<file path="src/rtl/conv2_ctrl.sv">
// conv2_ctrl: stream sequencer for the 5x5 conv2 layer, owns line-buffer write pointer and window issue.
// Ports: clk, rst_n (sync, active-low), start (arm a layer pass in IDLE), valid_in (pixel strobe),
//        in_ready (pixel accepted when valid_in && in_ready), wr_addr (buffer write address of the
//        pixel presented this cycle), win_valid/rd_col/row_base (window strobe, left column, oldest
//        row slot), ch_idx (current input map), frame_done/layer_done (completion pulses), busy.
// Optional macro CONV2_CTRL_STALL_EN adds stall_in (downstream back-pressure freezing intake in RUN).
module conv2_ctrl #(
  parameter int WIDTH       = 12,
  parameter int HEIGHT      = 12,
  parameter int FILTER_SIZE = 5,
  parameter int CHANNELS    = 3
) (
  input  logic       clk,
  input  logic       rst_n,
  input  logic       start,
  input  logic       valid_in,
`ifdef CONV2_CTRL_STALL_EN
  input  logic       stall_in,
`endif
  output logic       in_ready,
  output logic [7:0] wr_addr,
  output logic       win_valid,
  output logic [4:0] rd_col,
  output logic [2:0] row_base,
  output logic [1:0] ch_idx,
  output logic       frame_done,
  output logic       layer_done,
  output logic       busy
);
  localparam logic [4:0] COL_LAST  = 5'(WIDTH - 1);
  localparam logic [4:0] ROW_LAST  = 5'(HEIGHT - 1);
  localparam logic [4:0] K1        = 5'(FILTER_SIZE - 1);
  localparam logic [7:0] ADDR_LAST = 8'(WIDTH * FILTER_SIZE - 1);
  localparam logic [2:0] RB_LAST   = 3'(FILTER_SIZE - 1);
  localparam logic [1:0] CH_LAST   = 2'(CHANNELS - 1);
  typedef enum logic [1:0] {IDLE, RUN, DONE} state_t;
  state_t state_q, state_d;
  logic [4:0] in_col_q, in_col_d, in_row_q, in_row_d, rd_col_q, rd_col_d;
  logic [7:0] wr_addr_q, wr_addr_d;
  logic [2:0] rb_q, rb_d, row_base_q, row_base_d;
  logic [1:0] ch_q, ch_d;
  logic win_valid_q, win_valid_d, frame_done_q, frame_done_d;
  logic layer_done_q, layer_done_d, busy_q, busy_d;
  logic start_go, accept, col_last, frame_end, win_hit;
`ifdef CONV2_CTRL_STALL_EN
  assign in_ready = (state_q == RUN) && !stall_in;
`else
  assign in_ready = (state_q == RUN);
`endif
  assign start_go  = (state_q == IDLE) && start;
  assign accept    = valid_in && in_ready;
  assign col_last  = (in_col_q == COL_LAST);
  assign frame_end = col_last && (in_row_q == ROW_LAST);
  assign win_hit   = (in_row_q >= K1) && (in_col_q >= K1);
  always_ff @(posedge clk) begin
    if (!rst_n) begin
      state_q      <= IDLE;
      in_col_q     <= '0;
      in_row_q     <= '0;
      wr_addr_q    <= '0;
      rb_q         <= '0;
      ch_q         <= '0;
      win_valid_q  <= 1'b0;
      rd_col_q     <= '0;
      row_base_q   <= '0;
      frame_done_q <= 1'b0;
      layer_done_q <= 1'b0;
      busy_q       <= 1'b0;
    end else begin
      state_q      <= state_d;
      in_col_q     <= in_col_d;
      in_row_q     <= in_row_d;
      wr_addr_q    <= wr_addr_d;
      rb_q         <= rb_d;
      ch_q         <= ch_d;
      win_valid_q  <= win_valid_d;
      rd_col_q     <= rd_col_d;
      row_base_q   <= row_base_d;
      frame_done_q <= frame_done_d;
      layer_done_q <= layer_done_d;
      busy_q       <= busy_d;
    end
  end
  always_comb begin
    state_d = state_q;
    if (start_go) state_d = RUN;
    else if (state_q == RUN && accept && frame_end && ch_q == CH_LAST) state_d = DONE;
    else if (state_q == DONE) state_d = IDLE;
  end
  // rb_q tracks (in_row - (FILTER_SIZE-1)) mod FILTER_SIZE; it steps when a row at or past
  // FILTER_SIZE-1 completes, so the oldest row slot rotates without a divider.
  always_comb begin
    in_col_d     = start_go || (accept && col_last) ? '0 : accept ? in_col_q + 5'd1 : in_col_q;
    in_row_d     = start_go || (accept && frame_end) ? '0 : (accept && col_last) ? in_row_q + 5'd1 : in_row_q;
    wr_addr_d    = start_go || (accept && (frame_end || wr_addr_q == ADDR_LAST)) ? '0 :
                   accept ? wr_addr_q + 8'd1 : wr_addr_q;
    rb_d         = start_go || (accept && frame_end) ? '0 :
                   (accept && col_last && in_row_q >= K1) ? (rb_q == RB_LAST ? '0 : rb_q + 3'd1) : rb_q;
    ch_d         = start_go ? '0 : (accept && frame_end && ch_q != CH_LAST) ? ch_q + 2'd1 : ch_q;
    win_valid_d  = accept && win_hit;
    rd_col_d     = (accept && win_hit) ? in_col_q - K1 : rd_col_q;
    row_base_d   = (accept && win_hit) ? rb_q : row_base_q;
    frame_done_d = accept && frame_end;
    layer_done_d = (state_q == DONE);
    // busy stays up through the layer_done cycle, which follows the DONE state by one edge
    busy_d       = (state_d != IDLE) || (state_q == DONE);
  end
  assign wr_addr    = wr_addr_q;
  assign win_valid  = win_valid_q;
  assign rd_col     = rd_col_q;
  assign row_base   = row_base_q;
  assign ch_idx     = ch_q;
  assign frame_done = frame_done_q;
  assign layer_done = layer_done_q;
  assign busy       = busy_q;
endmodule

</file>
<file path="config.mk">
export PLATFORM = sky130hd
export DESIGN_NAME = conv2_ctrl
export DESIGN_NICKNAME = d
export VERILOG_FILES = /design/src/rtl/conv2_ctrl.sv
export SDC_FILE = /design/constraint.sdc
export NUM_CORES = 1
export LEC_CHECK = 0
export ABC_AREA = 0
export CAP_MARGIN = 10
export CORE_ASPECT_RATIO = 1.25
export CORE_UTILIZATION = 40
export CTS_CLUSTER_SIZE = 24
export DETAILED_ROUTE_END_ITERATION = 7
export PLACE_DENSITY_LB_ADDON = 0.12
export SETUP_SLACK_MARGIN = 0.2
export SLEW_MARGIN = 20
export SYNTH_ARGS = -nofsm -noshare
export SYNTH_HDL_FRONTEND = slang
export SYNTH_SLANG_ARGS = --single-unit
export TNS_END_PERCENT = 50
</file>
<file path="constraint.sdc">
create_clock -name clk -period 4.3 [get_ports clk]
set_input_delay 0.43 -clock clk [delete_from_list [all_inputs] [get_ports clk]]
set_output_delay 0.43 -clock clk [all_outputs]
set_load 0.05 [all_outputs]
</file>
Word-level counts from Yosys, hierarchy flattened
Index checks and enable logic that the tools add are counted.
Widths: inputs -> output; s select.
- $add $sub $neg: 6
- order comparisons: 2
- equal/unequal tests: 8
- multiplexer cells: 4
- bitwise gates (word level): 1
- reduce and logical (&&, ||, !) cells: 24
- operators by type and width (kind ; count):
    $logic_and 1x1->1 ; 13
    $add 5x1->5 const B ; 2
    $eq 5x4->1 const B ; 2
    $ge 5x3->1 const B ; 2
    $add 8x1->8 const B ; 1
    $eq 8x6->1 const B ; 1
    $reduce_or 2->1 ; 4
    $mux 2 ; 3
    $logic_or 1x1->1 ; 5
    $sub 5x3->5 const B ; 1
    $eq 2x2->1 const B ; 2
    $add 3x1->3 const B ; 1
    $eq 3x3->1 const B ; 1
    $mux 3 ; 1
    $add 2x1->2 const B ; 1
    $eq 2x1->1 const B ; 1
    $logic_not 2->1 ; 1
    $ne 2x2->1 const B ; 1
    $reduce_bool 2->1 ; 1
    $not 1->1 ; 1
- register bits after elaboration: 37
- logic and storage cells: 57

Logic depth before layout (Yosys ltp)
- depth in word-level cells: 9
- gate-level depth with buffers: 6
- gate-level depth less buffers: 5

Least setup slack after synthesis
No wires, ideal clock.
- path kind: reg-to-reg
- start: reg wr_addr_q[0] (netlist: wr_addr[0])
- end: reg wr_addr_q[4] (netlist: wr_addr[4])
- setup time: 0.112 ns
- data arrival time: 1.763 ns
- slack: 2.425 ns
- cell stages (with the launch flop): 5
- period minus slack after synthesis: 1.875 ns
- path through: dfxtp_1 > ha_1 > nand4b_2 > or3_1 > a2111oi_1
- word-level cells in the longest chain between the ends: 5
- elaborated cells on any way between the ends: 6
- RTL lines (what ; line ; source):
    start, declared ; 39 ; logic [7:0] wr_addr_q, wr_addr_d;
    start signal, assigned ; 73 ; wr_addr_q <= wr_addr_d;
    branches (longest 5 deep; another with $add 8x1->8) ; n/a ;
Parallel ways; which one is timed is not known.
A chain may end at the register's enable or synchronous reset.

Final worst setup path
- start: reg in_col_q[2]
- end: reg wr_addr_q[1] (netlist: wr_addr[1])
- word-level cells in the longest chain between the ends: 6
- RTL lines (what ; line ; source):
    start, declared ; 38 ; logic [4:0] in_col_q, in_col_d, in_row_q, in_row_d, rd_col_q, rd_col_d;
    start signal, assigned ; 71 ; in_col_q <= in_col_d;
    $eq 5x4->1 ; 52 ; assign col_last = (in_col_q == COL_LAST);
    $logic_and 1x1->1 ; 53 ; assign frame_end = col_last && (in_row_q == ROW_LAST);
    $logic_or 1x1->1 ; 95 ; wr_addr_d = start_go || (accept && (frame_end || wr_addr_q == ADDR_LAST)) ? '0 :
    $logic_and 1x1->1 ; 95 ;
    $logic_or 1x1->1 ; 95 ;
    $reduce_or 2->1 (no line) ; n/a ;
Every way passes these cells.

==> flow_summary.toml <==
[clock_tree]
post_cts_resized = 0
h-tree-depth = 2
cts_tree = "yes"
clk-insertion-delay-late_ps = 300
cts_sinks = 37
path_clk_slew_ps = 80
cts_buffer_depth = 2
root_buffer = "clkbuf_8"
cts_setup_buffers = 0
postCtsHoldBufs = 0
numCtsBuffers = 5

[worst_setup_path]
r2r_slack_ps = 2000
crit_arrival_ps = 2430
worst-path-max-fanout = 15
crit_path_cell_trace = "inv_1 -> ha_1 -> nand4b_1 -> nor3_2 -> a2111oi_0"
required_ps = 4430
max_stage_delay_ps = 860
reg2reg_depth = 5
worstSetupEndpointType = "register"
worstSetupPathType = "reg -> reg"
rr_endpoint = "wr_addr[1]$_SDFFE_PP0P_"
rr_startpoint = "in_col_q[2]$_SDFFE_PP0P_"
cp_top_family = "simple AND/OR/NAND/NOR gates"
crit_slowest_cell = "nor3_2"
crit_buf_inv = 1
start_kind = "register"

[die]
io_pins = 27
start_util_pct = 42.8
die_w_um = 64.0
die-area_sq_um = 5090
rows = 27
die_y_um = 79.5
core-area_sq_um = 4490

[global_routing]
antenna_found_initial = 0
busiest_layer = "met2"
grt_util_all_layers_pct = 18.9
grt_max_degree = 32
grt_pass1_wl_mm = 7.40
grt_use_met1_pct = 21.7
use_met2_pct = 33.9
grt_util_met3_pct = 4.71
grt_pass1_vias = 1581
overflow = 0

[timing]
relSlewSlack_pct = 35.5
setup_slack_ps = 2000
fmaxAchievable_ghz = 0.436
period_needed_ps = 2300
slew_violations = 0
rsz0062_at_grt = "false"
final.period_utilization_pct = 53.4
finalSetupViolations = 0
hold_viol = 0
tightest_slew_ps = 962
fin_tns_setup_ps = 0
skew_ps = 8.15

[synthesis]
synth.distinct_cells = 39
async_reset_ff_share_pct = 0
synthFlopType = "dfxtp_1"
avgSynthCellArea_sq_um = 9.20
ys_ff_latch = 37
netlist_instances = 209
yosysSeqAreaShare_pct = 38.5
synth_fp_nets = 225
synth_area_sq_um = 1920
synth-edff-count = 0
yosys_warnings = 0

[pwr]
powerDensity_nw_per_um2 = 275
ir_worst_vdd_mv = 0.183
p_leak_nw = 0.730

[layout]
final_core_util_pct = 50.8
n_fill_cell = 434
diodes = 0
finalInstanceArea_sq_um = 2280
layout-drive-gt1-share_pct = 6.47
seq_area_sq_um = 741
nets = 247
multi_input_comb_area_sq_um = 1070
syn2layout_area_growth_pct = 18.8

[placed_design]
globalplace.congestion = 0.780
dp_slack_ps = 1740
io_buffer_count = 26
hpwl_mm = 3.04
place_area_sq_um = 2200

[detailed_routing]
wirelength_mm = 4.38
dr_total_vias = 1693
drt_iter0_markers = 65
drtPass1Iterations = 4
via_per_inst = 5.84
drc = 0
routedWlPerCell_um = 15.1
ant_nets = 0

[job]
max-cap-violations = 0

[min_path]
holdPathEnd = "rd_col[1]$_SDFFE_PN0P_"
hp-class = "reg -> reg"
min-delay-start = "rd_col[1]$_SDFFE_PN0P_"
holdPathStages = 2

[status]
status = "completed"
==> cell families (layout without fill, tap and decap cells) <==
| logic type | count (synthesis) | count (layout) | synth area share (%) |
|---|---|---|---|
| flops | 37 | 37 | 38.5 |
| simple gates | 73 | 73 | 24.2 |
| compound gates | 57 | 57 | 21.1 |
| fa+ha+maj | 12 | 12 | 7.81 |
| buf+inv | 25 | 48 | 5.99 |
| mux | 1 | 1 | 0.521 |
| xor+xnor | 4 | 4 | 1.82 |
==> worst register-to-register path, delay by kind of cell, from the launching register on <==
kind / cells / cell delay, ps
AOI/OAI and AO/OA: 1 / 160
adders and majority gates: 1 / 260
buffers and inverters: 1 / 140
DFF: 1 / 400
and+or+nand+nor: 2 / 1180
==> cell usage in the layout, fill, tap and decap left out, types with 8 or more instances in the layout <==
cell type / synthesis / layout
nand4_1: 11 / 11
o31ai_1: 12 / 12
nand3_1: 8 / 8
dfxtp_1: 37 / 37
nand2_1: 11 / 11
clkdlybuf4s50_1: 0 / 26
o21ai_0: 9 / 9
or3_1: 8 / 8
inv_1: 13 / 13
ha_1: 12 / 12
a211oi_1: 10 / 10
a21oi_1: 14 / 14
==> layout make-up <==
cell class,instances,area share (%)
clock buffers,5,3.02
well taps,58,3.18
flip-flops and latches,37,32.5
clock inverters,3,0.768
multi-input cells,147,46.7
inverters,13,2.14
repair buffers,27,11.7
==> cells in the mapped netlist, types with 2 or more instances <==
master,instances,area (sq um)
dfxtp_1,37,741
a21oi_1,14,70.1
inv_1,13,48.8
ha_1,12,150
o31ai_1,12,90.1
nand2_1,11,41.3
nand4_1,11,68.8
a211oi_1,10,75.1
o21ai_0,9,45.0
nand3_1,8,40.0
or3_1,8,50.1
nor4_1,7,43.8
buf_2,5,25.0
clkbuf_1,5,18.8
nor3_1,5,25.0
a2111oi_1,4,40.0
or4_1,4,30.0
xnor2_1,3,26.3
a31oi_1,2,12.5
a41oi_1,2,17.5
and3b_1,2,17.5
and4b_1,2,20.0
buf_6,2,22.5
nand4b_1,2,17.5
nor2_1,2,7.51
nor2b_1,2,12.5
nor3b_1,2,15.0
or3b_2,2,17.5
==> stage by stage <==
| step | std cells | hold WS [ps] | total power, mW |
|---|---|---|---|
| after floorplan | 209 | 469 | 0.383 |
| after global placement | 282 | 466 | 0.392 |
| after detailed placement | 282 | 464 | 0.392 |
| after CTS | 290 | 481 | 0.636 |
| after global routing | 290 | 500 | 0.659 |
| final | 290 | 476 | 0.627 |
==> metal layers <==
| metal | part of all wire (%) | vias up |
|---|---|---|
| li1 | - | 843 |
| met1 | 45 | 811 |
| met2 | 51 | 33 |
| met3 | 3.6 | 6 |
| met4 | 1.1 | 0 |
| met5 | 0 | - |
==> registers in the layout, indices dropped and copies added, names as in the netlist <==
| signal | flops |
|---|---|
| row_base | 3 |
| wr_addr | 8 |
| rb_q | 3 |
| in_row_q | 5 |
| frame_done | 1 |
| in_col_q | 5 |
| busy | 1 |
| ch_idx | 2 |
| state_q | 2 |
| win_valid | 1 |
| rd_col | 5 |
| layer_done | 1 |
==> how the worst max path moves through the flow <==
stage	to	depth (start not counted)	start	slack [ps]
floorplan	wr_addr[4]$_SDFFE_PP0P_	4	wr_addr[0]$_SDFFE_PP0P_	2430
global placement	wr_addr[1]$_SDFFE_PP0P_	4	valid_in	1770
detailed placement	wr_addr[1]$_SDFFE_PP0P_	4	valid_in	1740
CTS	wr_addr[1]$_SDFFE_PP0P_	5	in_col_q[2]$_SDFFE_PP0P_	2000
global route	wr_addr[1]$_SDFFE_PP0P_	5	in_col_q[2]$_SDFFE_PP0P_	1870
finish	wr_addr[1]$_SDFFE_PP0P_	5	in_col_q[2]$_SDFFE_PP0P_	2000
==> power breakdown <==
group,internal [mW],switching [mW]
Clock,0.112,0.132
Sequential,0.345,0.00349
Combinational,0.0104,0.0255
No activity file was read; power rests on OpenSTA's default activity.
